**src/rtl/score_timer_display.sv**
```systemverilog
// score_timer_display: BCD-converts score/timer and drives the DE2 seven-segment displays
//   clk, rst_n          : 50 MHz clock, asynchronous active-low reset
//   score[13:0]         : binary score, saturated to 9999 for display
//   timer[5:0]          : binary seconds remaining
//   speed_level[1:0]    : speed digit source
//   game_over           : enables score blinking
//   hex0..hex3          : score ones..thousands (leading zeros blanked, blinks after game over)
//   hex4                : speed digit, hex5 always blank, hex6/hex7 timer ones/tens
//   busy                : conversion in progress
module score_timer_display #(
    parameter int BLINK_CYCLES = 25_000_000
) (
    input  logic        clk,
    input  logic        rst_n,
    input  logic [13:0] score,
    input  logic [5:0]  timer,
    input  logic [1:0]  speed_level,
    input  logic        game_over,
    output logic [6:0]  hex0,
    output logic [6:0]  hex1,
    output logic [6:0]  hex2,
    output logic [6:0]  hex3,
    output logic [6:0]  hex4,
    output logic [6:0]  hex5,
    output logic [6:0]  hex6,
    output logic [6:0]  hex7,
    output logic        busy
);
    localparam int CW = $clog2(BLINK_CYCLES) > 0 ? $clog2(BLINK_CYCLES) : 1;
    localparam logic [6:0] BLANK = 7'h7F;

    typedef enum logic [1:0] {IDLE, SHIFT, DONE} state_t;

    state_t          state_q, state_d;
    logic            valid_q, valid_d;
    logic [13:0]     snap_s_q, snap_s_d;
    logic [5:0]      snap_t_q, snap_t_d;
    logic [3:0]      k_q, k_d;
    logic [15:0]     sbcd_q, sbcd_d;
    logic [7:0]      tbcd_q, tbcd_d;
    logic [3:0][6:0] sseg_q, sseg_d;
    logic [1:0][6:0] tseg_q, tseg_d;
    logic [6:0]      spd_q, spd_d;
    logic [CW-1:0]   cnt_q, cnt_d;
    logic            dark_q, dark_d;
    logic [13:0]     score_sat;
    logic            wrap;

    function automatic logic [6:0] seg(input logic [3:0] d);
        case (d)
            4'd0: seg = 7'h40;
            4'd1: seg = 7'h79;
            4'd2: seg = 7'h24;
            4'd3: seg = 7'h30;
            4'd4: seg = 7'h19;
            4'd5: seg = 7'h12;
            4'd6: seg = 7'h02;
            4'd7: seg = 7'h78;
            4'd8: seg = 7'h00;
            4'd9: seg = 7'h10;
            default: seg = BLANK;
        endcase
    endfunction

    // double-dabble correction: every nibble >= 5 gets +3 before the shift
    function automatic logic [15:0] adj(input logic [15:0] v);
        adj = v;
        for (int i = 0; i < 4; i++)
            if (v[4*i+:4] >= 4'd5) adj[4*i+:4] = v[4*i+:4] + 4'd3;
    endfunction

    // snapshot holds the saturated score, so compare against the saturated input
    assign score_sat = score > 14'd9999 ? 14'd9999 : score;
    assign wrap      = cnt_q == CW'(BLINK_CYCLES - 1);

    always_comb begin
        state_d  = state_q;
        valid_d  = valid_q;
        snap_s_d = snap_s_q;
        snap_t_d = snap_t_q;
        k_d      = k_q;
        sbcd_d   = sbcd_q;
        tbcd_d   = tbcd_q;
        sseg_d   = sseg_q;
        tseg_d   = tseg_q;
        case (state_q)
            IDLE: if (!valid_q || score_sat != snap_s_q || timer != snap_t_q) begin
                snap_s_d = score_sat;
                snap_t_d = timer;
                valid_d  = 1'b1;
                sbcd_d   = '0;
                tbcd_d   = '0;
                k_d      = '0;
                state_d  = SHIFT;
            end
            SHIFT: begin
                sbcd_d = (adj(sbcd_q) << 1) | 16'(snap_s_q[4'd13 - k_q]);
                // the 6 timer bits ride along in the last 6 of the 14 iterations
                if (k_q >= 4'd8) tbcd_d = 8'(adj({8'd0, tbcd_q}) << 1) | 8'(snap_t_q[3'(4'd13 - k_q)]);
                k_d = k_q + 4'd1;
                if (k_q == 4'd13) state_d = DONE;
            end
            DONE: begin
                sseg_d[0] = seg(sbcd_q[3:0]);
                sseg_d[1] = sbcd_q[15:4]  == '0 ? BLANK : seg(sbcd_q[7:4]);
                sseg_d[2] = sbcd_q[15:8]  == '0 ? BLANK : seg(sbcd_q[11:8]);
                sseg_d[3] = sbcd_q[15:12] == '0 ? BLANK : seg(sbcd_q[15:12]);
                tseg_d    = {seg(tbcd_q[7:4]), seg(tbcd_q[3:0])};
                state_d   = IDLE;
            end
            default: state_d = IDLE;
        endcase
    end

    assign spd_d  = speed_level == 2'd0 ? 7'h79 : speed_level == 2'd1 ? 7'h24 :
                    speed_level == 2'd2 ? 7'h30 : 7'h3F;
    assign cnt_d  = !game_over || wrap ? '0 : cnt_q + CW'(1);
    assign dark_d = game_over && (dark_q ^ wrap);

    always_ff @(posedge clk or negedge rst_n) begin
        if (!rst_n) begin
            state_q  <= IDLE;
            valid_q  <= 1'b0;
            snap_s_q <= '0;
            snap_t_q <= '0;
            k_q      <= '0;
            sbcd_q   <= '0;
            tbcd_q   <= '0;
            sseg_q   <= {4{BLANK}};
            tseg_q   <= {2{BLANK}};
            spd_q    <= BLANK;
            cnt_q    <= '0;
            dark_q   <= 1'b0;
        end else begin
            state_q  <= state_d;
            valid_q  <= valid_d;
            snap_s_q <= snap_s_d;
            snap_t_q <= snap_t_d;
            k_q      <= k_d;
            sbcd_q   <= sbcd_d;
            tbcd_q   <= tbcd_d;
            sseg_q   <= sseg_d;
            tseg_q   <= tseg_d;
            spd_q    <= spd_d;
            cnt_q    <= cnt_d;
            dark_q   <= dark_d;
        end
    end

    assign hex0 = dark_q ? BLANK : sseg_q[0];
    assign hex1 = dark_q ? BLANK : sseg_q[1];
    assign hex2 = dark_q ? BLANK : sseg_q[2];
    assign hex3 = dark_q ? BLANK : sseg_q[3];
    assign hex4 = spd_q;
    assign hex5 = BLANK;
    assign hex6 = tseg_q[0];
    assign hex7 = tseg_q[1];
    assign busy = state_q != IDLE;
endmodule

```
**config.mk**
```make
export PLATFORM = sky130hd
export DESIGN_NAME = score_timer_display
export DESIGN_NICKNAME = d
export VERILOG_FILES = /design/src/rtl/score_timer_display.sv
export SDC_FILE = /design/constraint.sdc
export NUM_CORES = 1
export LEC_CHECK = 0
export BUFFER_PORTS_ARGS = -buffer_cell sky130_fd_sc_hd__buf_2
export CORE_MARGIN = 3
export CORE_UTILIZATION = 40
export CTS_CLUSTER_DIAMETER = 100
export DETAILED_ROUTE_END_ITERATION = 8
export GPL_TIMING_DRIVEN = 0
export MAX_ROUTING_LAYER = met4
export PLACE_DENSITY = 0.6
export SLEW_MARGIN = 20
export SYNTH_ARGS = -nofsm -noshare
export SYNTH_HDL_FRONTEND = slang
export SYNTH_SLANG_ARGS = --single-unit
```
**constraint.sdc**
```tcl
create_clock -name clk -period 2.5 [get_ports clk]
set_input_delay 0.375 -clock clk [delete_from_list [all_inputs] [get_ports clk]]
set_output_delay 0.375 -clock clk [all_outputs]
set_load 0.01 [all_outputs]
```
==> results of run 1 <==
## routing by layer
metal	global-route usage [%]	part of all wire (%)	routed length, um	vias up
li1	-	-	-	2869
met1	23.8	48	7880	2670
met2	27.5	48	7820	77
met3	3.56	3.5	575	12
met4	4.23	0.78	128	0
met5	-	0	0	-
## cell families after synthesis
group,Yosys count
multiplexers,34
AO/OA/AOI/OAI,173
adder cells (fa/ha/maj),40
XOR/XNOR,40
other,1
AND/OR/NAND/NOR,279
buffers and inverters,97
flip-flops,124
## layout make-up
class | count | area share (%)
buffer | 49 | 2.83
clock buffer | 22 | 5.62
clock inverter | 10 | 1.87
inverter | 48 | 2.09
multi-input combinational | 574 | 42.9
sequential | 124 | 36.7
tap | 225 | 3.27
timing repair buffer | 75 | 4.79
## what timing repair did
| item | 4_1_cts | 5_1_grt |
|---|---|---|
| hold buffers | 1 | 0 |
| setup endpoints to repair | 0 | 24 |
| resized for setup | 0 | 6 |
| hold endpoints to repair | 29 | 0 |
## cell usage in the layout, fill, tap and decap left out, types with 18 or more instances in the layout
cell type and n:
nor2_1 93, nand2_1 84, dfrtp_1 77, buf_2 75, o21ai_0 51, a21oi_1 49
inv_1 48, dfstp_2 47, ha_1 40, clkbuf_1 31, or2_2 31, xnor2_1 22
xor2_1 18
## worst max-delay path, stage by stage (launching register included)
cell      delay (ns)
dfrtp_1         0.36
ha_1            0.18
and3_1          0.20
nand3_1         0.25
nor3_1          0.42
nand2b_1        0.24
or3_1           0.39
a21oi_1         0.14
## sequential cells by signal, indices dropped and copies added, names as in the netlist
register  cells
cnt_q        25
dark_q        1
hex4          5
hex6          7
hex7          7
k_q           4
sbcd_q       16
snap_s_q     14
snap_t_q      6
sseg_q       28
state_q       2
tbcd_q        8
valid_q       1
## Yosys cell counts, drive strengths merged (3+ instances only)
| cell type | n | area (um2) |
|---|---|---|
| o22ai | 15 | 93.8 |
| dfstp | 47 | 1230 |
| buf | 16 | 116 |
| a21oi | 49 | 245 |
| nand3 | 7 | 35.0 |
| xnor2 | 22 | 193 |
| nand4 | 3 | 18.8 |
| a21o | 5 | 37.5 |
| and2 | 4 | 25.0 |
| nor2b | 5 | 31.3 |
| nand2b | 12 | 75.1 |
| ha | 40 | 500 |
| and4 | 3 | 26.3 |
| xor2 | 18 | 158 |
| or3 | 6 | 37.5 |
| and3 | 6 | 37.5 |
| nor4 | 5 | 37.5 |
| or2 | 31 | 194 |
| o211ai | 4 | 30.0 |
| clkbuf | 33 | 124 |
| o21a | 4 | 30.0 |
| o21ai | 51 | 255 |
| mux2 | 13 | 184 |
| dfrtp | 77 | 1930 |
| a31oi | 4 | 31.3 |
| mux4 | 5 | 113 |
| mux2i | 16 | 160 |
| o31ai | 9 | 67.6 |
| inv | 48 | 180 |
| nor3 | 16 | 80.1 |
| a211oi | 17 | 128 |
| nand2 | 84 | 315 |
| nor2 | 93 | 349 |
| o22a | 4 | 35.0 |
## how the worst max path moves through the flow
stage	startpoint	endpoint
after global routing	cnt_q[0]	cnt_q[5]
after CTS	cnt_q[0]	cnt_q[3]
after global placement	rst_n	tbcd_q[3]
final	cnt_q[0]	cnt_q[24]
after floorplan	score[6]	valid_q
after detailed placement	score[6]	tbcd_q[3]
## through the flow
stage / setup TNS [ns] / hold slack [ns]
final: 0 / 0.186
after global routing: 0 / 0.189
after CTS: 0 / 0.168
after detailed placement: -8.23 / 0.290
after global placement: -57.12 / 0.444
after floorplan: 0 / 0.0794
## power by group through the flow
| stage | registers [mW] | logic (mW) | clock network [mW] |
|---|---|---|---|
| 3_5_place_dp | 3.59 | 4.80 | 0 |
| 3_3_place_gp | 3.56 | 4.74 | 0 |
| 2_1_floorplan | 3.47 | 3.55 | 0 |
| 4_1_cts | 3.55 | 4.83 | 2.72 |
| 5_1_grt | 3.66 | 5.41 | 2.82 |
| 6_report | 3.55 | 4.77 | 2.67 |
==> flow_metrics.py, run 1 <==
metrics = {
    "power": {
        "finalPower_mw": 11.0,
        "leakagePower_nw": 3.86,
        "switching_share_pct": 37.1,
        "power.net_switching_mw": 4.08,
        "clock_power_share_pct": 24.3,
        "pwr_density_cell_nw_per_um2": 1270,
        "ir_drop_mv": 0.734,
        "p_int_mw": 6.91,
        "power_frac_comb_pct": 43.4,
        "power_frac_seq_pct": 32.3,
    },
    "global_route": {
        "overflow": 0,
        "grt_first_pass_wirelength_um": 27500,
        "initial_antenna_violation_count": 0,
        "grt_use_total_pct": 17.6,
        "via_count_of_the_first_global_routing_pass": 5459,
        "grt_max_degree": 83,
    },
    "yosys": {
        "synth.yosys.seq_area_share_pct": 43.6,
        "avgSynthCellArea_um2": 9.20,
        "synth_top_family_by_area": "simple AND/OR/NAND/NOR gates",
        "ys_async_rst_share_pct": 100,
        "yosys.area_share.adder_pct": 6.90,
        "syn_inst": 788,
        "netlist_area_before_placement_um2": 7250,
        "yosys.area_share.simple_pct": 17.9,
        "yosys_register_bits": 124,
        "number_of_warning_messages_in_the_yosys_log": 0,
        "post_synth_num_cell_types": 56,
        "synth-main-ff-cell": "dfrtp_1",
        "synth-compound-area-share_pct": 14.6,
        "synth_enable_flop_cells": 0,
        "synthMuxAreaShare_pct": 6.30,
        "synth-xor-area-share_pct": 4.83,
    },
    "clock_tree": {
        "cts_tree": "yes",
        "cts-root-buf": "clkbuf_16",
        "path_clk_slew_ns": 0.06,
        "cts.htree.levels": 4,
        "clock_path_buffers": 2,
        "post_cts_buffers": 0,
        "numCtsBuffers": 17,
        "clock_insertion_delay_worst_skew_ns": 0.42,
        "clock_sinks": 124,
    },
    "sta": {
        "hold_viol": 0,
        "fmaxAchievable_mhz": 443,
        "maxSlewViolCount": 0,
        "post-route-period-util_pct": 90.4,
        "max-slew-margin-rel_pct": 55.8,
        "finalWorstSetupSlack_ns": 0.241,
        "final.setup_skew_ns": 0.00750,
        "report.final.setup_viol": 0,
        "timing_worst_slew_pin_value_ns": 0.663,
        "min_period_ns": 2.26,
        "grt_setup_unrepaired": "false",
    },
    "place": {
        "post_placement_worst_setup_slack_ns": -0.353,
        "placed_cell_area_um2": 7960,
        "place.port_buffers": 73,
        "place_inst": 1094,
        "dp_hpwl_um": 11900,
        "gp_congestion": 0.810,
    },
    "route": {
        "post_route_wl_um": 16400,
        "length_of_the_first_detailed_routing_pass_in_iterations": 4,
        "detail_route.vias_per_cell": 4.99,
        "detail_route.iter0.violations": 283,
        "detailroute.via_count": 5628,
        "post-route-drc-count": 0,
        "wl_per_cell_um": 14.6,
        "postRouteAntennaNets": 0,
    },
    "setup_path": {
        "cp.required_ns": 2.84,
        "r2r_setup_slack_ns": 0.24,
        "worst_ep_arrival_time_ns": 2.60,
        "r2r-start": "cnt_q[0]",
        "worstPathMaxFanout": 7,
        "worstReg2RegEnd": "cnt_q[24]",
        "setup.worst_path.class": "reg2reg",
        "timing.critical_path.from_type": "flip-flop",
        "timing.reg2reg.worst_path_depth": 7,
        "worstSetupEndpointType": "flip-flop",
    },
    "floorplan": {
        "die_h_um": 141,
        "floorplan.initialDensity_pct": 41.3,
        "die_width_um": 141,
        "fp-row-count": 48,
        "io_pins": 82,
        "die-area_um2": 19800,
        "area_of_the_placeable_core_um2": 17500,
    },
    "finish": {
        "layout.cell_area.non_filler_um2": 8620,
        "nNetsFinal": 954,
        "area_growth_pct": 18.9,
        "footprint_of_the_multi_input_gates_um2": 3690,
        "post-route-util_pct": 49.2,
        "fillCellCount": 1701,
        "total_inserted_antenna_cells": 0,
        "drive_gt1_share_pct": 24.8,
        "layoutNonFillerInstCount": 1127,
        "register_area_um2": 3160,
    },
    "min_path": {
        "hold_end": "dark_q",
        "hold_depth": 2,
        "hold_path.startpoint": "game_over",
        "min_path_type": "in2reg",
    },
    "outcome": {
        "outcome": "complete, no violations",
    },
    "run": {
        "cap_violations": 0,
    },
}
(Power assumes the default switching activity.)
==> run 2: changes to the inputs <==
Clock period 2.5 ns to 2.9 ns, I/O delays scaled along.
==> run 2 against run 1 <==
Effect of this change: routed wire length hardly changed; largest cell class unchanged; critical endpoint is now tbcd_q[3]; clock skew hardly changed; sequential share of layout area hardly changed; non-clock buffer count stayed put; cell count stayed put; clock power is 14% lower; critical path depth is 1 higher; first-iteration DRC count is 0.35% higher; largest power group unchanged; die area stayed put.
==> flow_metrics.py, run 2 (synthesized netlist as in run 1, its figures left out) <==
metrics = {
    "outcome": {
        "outcome": "complete, no violations",
    },
    "min_path": {
        "hold_path.startpoint": "game_over",
        "hold_depth": 2,
        "hold_end": "dark_q",
        "min_path_type": "in2reg",
    },
    "sta": {
        "min_period_ns": 2.46,
        "whs_ns": 0.247,
        "final.setup_skew_ns": 0.00723,
        "fmaxAchievable_mhz": 407,
        "max-slew-margin-rel_pct": 55.7,
        "timing_worst_slew_pin_value_ns": 0.665,
        "maxSlewViolCount": 0,
        "post-route-period-util_pct": 84.8,
        "grt_setup_unrepaired": "false",
        "report.final.setup_viol": 0,
        "hold_viol": 0,
    },
    "global_route": {
        "grt_first_pass_wirelength_um": 27500,
        "via_count_of_the_first_global_routing_pass": 5459,
        "grt_use_total_pct": 17.6,
        "grt_max_degree": 83,
        "overflow": 0,
        "initial_antenna_violation_count": 0,
    },
    "finish": {
        "largest-register": "sseg_q",
        "largest_reg_flops": 28,
        "area_growth_pct": 18.8,
        "final_cell_mix": "nor2_1, nand2_1, dfrtp_1, buf_2, o21ai_0",
        "layout.cell_area.non_filler_um2": 8620,
        "layoutNonFillerInstCount": 1127,
        "layout.cells.most_common": "nor2_1",
        "nNetsFinal": 954,
        "top_flop_regs": "sseg_q: 28 flops, cnt_q: 25 flops, sbcd_q: 16 flops",
        "fillCellCount": 1703,
        "drive_gt1_share_pct": 24.5,
        "total_inserted_antenna_cells": 0,
    },
    "run": {
        "cap_violations": 0,
    },
    "route": {
        "postRouteAntennaNets": 0,
        "length_of_the_first_detailed_routing_pass_in_iterations": 6,
        "detailroute.via_count": 5655,
        "post_route_wl_um": 16400,
        "wl_per_cell_um": 14.6,
        "detail_route.vias_per_cell": 5.02,
        "post-route-drc-count": 0,
        "detail_route.iter0.violations": 284,
    },
    "setup_path": {
        "timing.reg2reg.worst_path_depth": 9,
        "crit_chain": "buf_2, or4_4, a21o_1, o21ba_2, a2111oi_2, a31oi_2, clkbuf_1, o22ai_1",
        "cp.required_ns": 3.16,
        "r2r-start": "cnt_q[0]",
        "cp_num_buf_inv": 2,
        "worstPathMaxFanout": 10,
        "crit_family": "compound AO/OA/AOI/OAI gates",
        "critical_path.max_stage_delay_ns": 0.56,
        "timing.critical_path.slowest_stage_cell": "or4_4",
        "r2r_setup_slack_ns": 0.52,
        "worstSetupEndpointType": "flip-flop",
        "worstReg2RegEnd": "cnt_q[3]",
        "setup.worst_path.class": "in2reg",
        "worst_ep_arrival_time_ns": 2.72,
        "timing.critical_path.from_type": "input pin",
    },
    "clock_tree": {
        "post_cts_buffers": 0,
        "clock_insertion_delay_worst_skew_ns": 0.42,
        "cts.htree.levels": 4,
        "clock_path_buffers": 2,
        "cts-root-buf": "clkbuf_16",
        "numCtsBuffers": 17,
        "cts_tree": "yes",
        "clock_sinks": 124,
        "path_clk_slew_ns": 0.06,
    },
    "power": {
        "leakagePower_nw": 3.85,
        "finalPower_mw": 9.47,
        "ir_drop_mv": 0.633,
        "pwr_density_cell_nw_per_um2": 1100,
    },
    "place": {
        "gp_congestion": 0.810,
        "place_inst": 1094,
        "dp_hpwl_um": 11900,
        "place.port_buffers": 73,
        "placed_cell_area_um2": 7960,
    },
    "floorplan": {
        "floorplan.initialDensity_pct": 41.3,
        "die_h_um": 141,
        "fp-row-count": 48,
        "area_of_the_placeable_core_um2": 17500,
        "die-area_um2": 19800,
        "die_width_um": 141,
        "io_pins": 82,
    },
}
-- run 2: cell types whose count changed in the layout (fill, tap and decap cells not counted) --
cell	previous run	this run
clkbuf_1	31	34
clkbuf_2	3	0
-- run 2: cell type report --
cell class | count | area, um2 | area share, %
Sequential cell | 124 | 3160 | 36.7
Buffer | 49 | 240 | 2.79
Timing Repair Buffer | 75 | 413 | 4.79
Tap cell | 225 | 282 | 3.27
Clock inverter | 10 | 161 | 1.87
Inverter | 48 | 180 | 2.09
Multi-Input combinational cell | 574 | 3690 | 42.9
Clock buffer | 22 | 484 | 5.62
-- run 2: worst max-delay path by stage --
stage,from,to,slack (ns),cells after the start
after detailed placement,score[6],tbcd_q[3],-0.01,8
final,score[6],tbcd_q[3],0.44,8
after CTS,score[6],tbcd_q[3],0.43,8
after global placement,rst_n,tbcd_q[3],-0.31,1
after floorplan,score[6],valid_q,0.50,7
after global routing,cnt_q[0],cnt_q[5],0.26,9
-- run 2: stage by stage --
stage | worst slack [ns] | util [%] | TNS [ns]
after detailed placement | -0.0125 | 45.4 | -0.0125
after global routing | 0.258 | 49.1 | 0
after floorplan | 0.495 | - | 0
final | 0.441 | 49.1 | 0
after CTS | 0.433 | 49.1 | 0
after global placement | -0.308 | 45.2 | -23.09
-- run 2: layer usage --
metal	vias up	track usage, %	wire length (um)
met1	2677	23.8	7850
li1	2869	-	-
met2	95	27.5	7780
met5	-	-	0
met4	0	4.23	144
met3	14	3.56	637
-- run 2: timing repair --
action,4_1_cts,5_1_grt
hold buffers,1,0
resized for setup,0,0
endpoints found under the hold margin,29,0
-- run 2: where the power goes --
| part | switching [mW] | internal, mW |
|---|---|---|
| Combinational | 2.25 | 1.86 |
| Sequential | 0.496 | 2.56 |
| Clock | 0.771 | 1.53 |
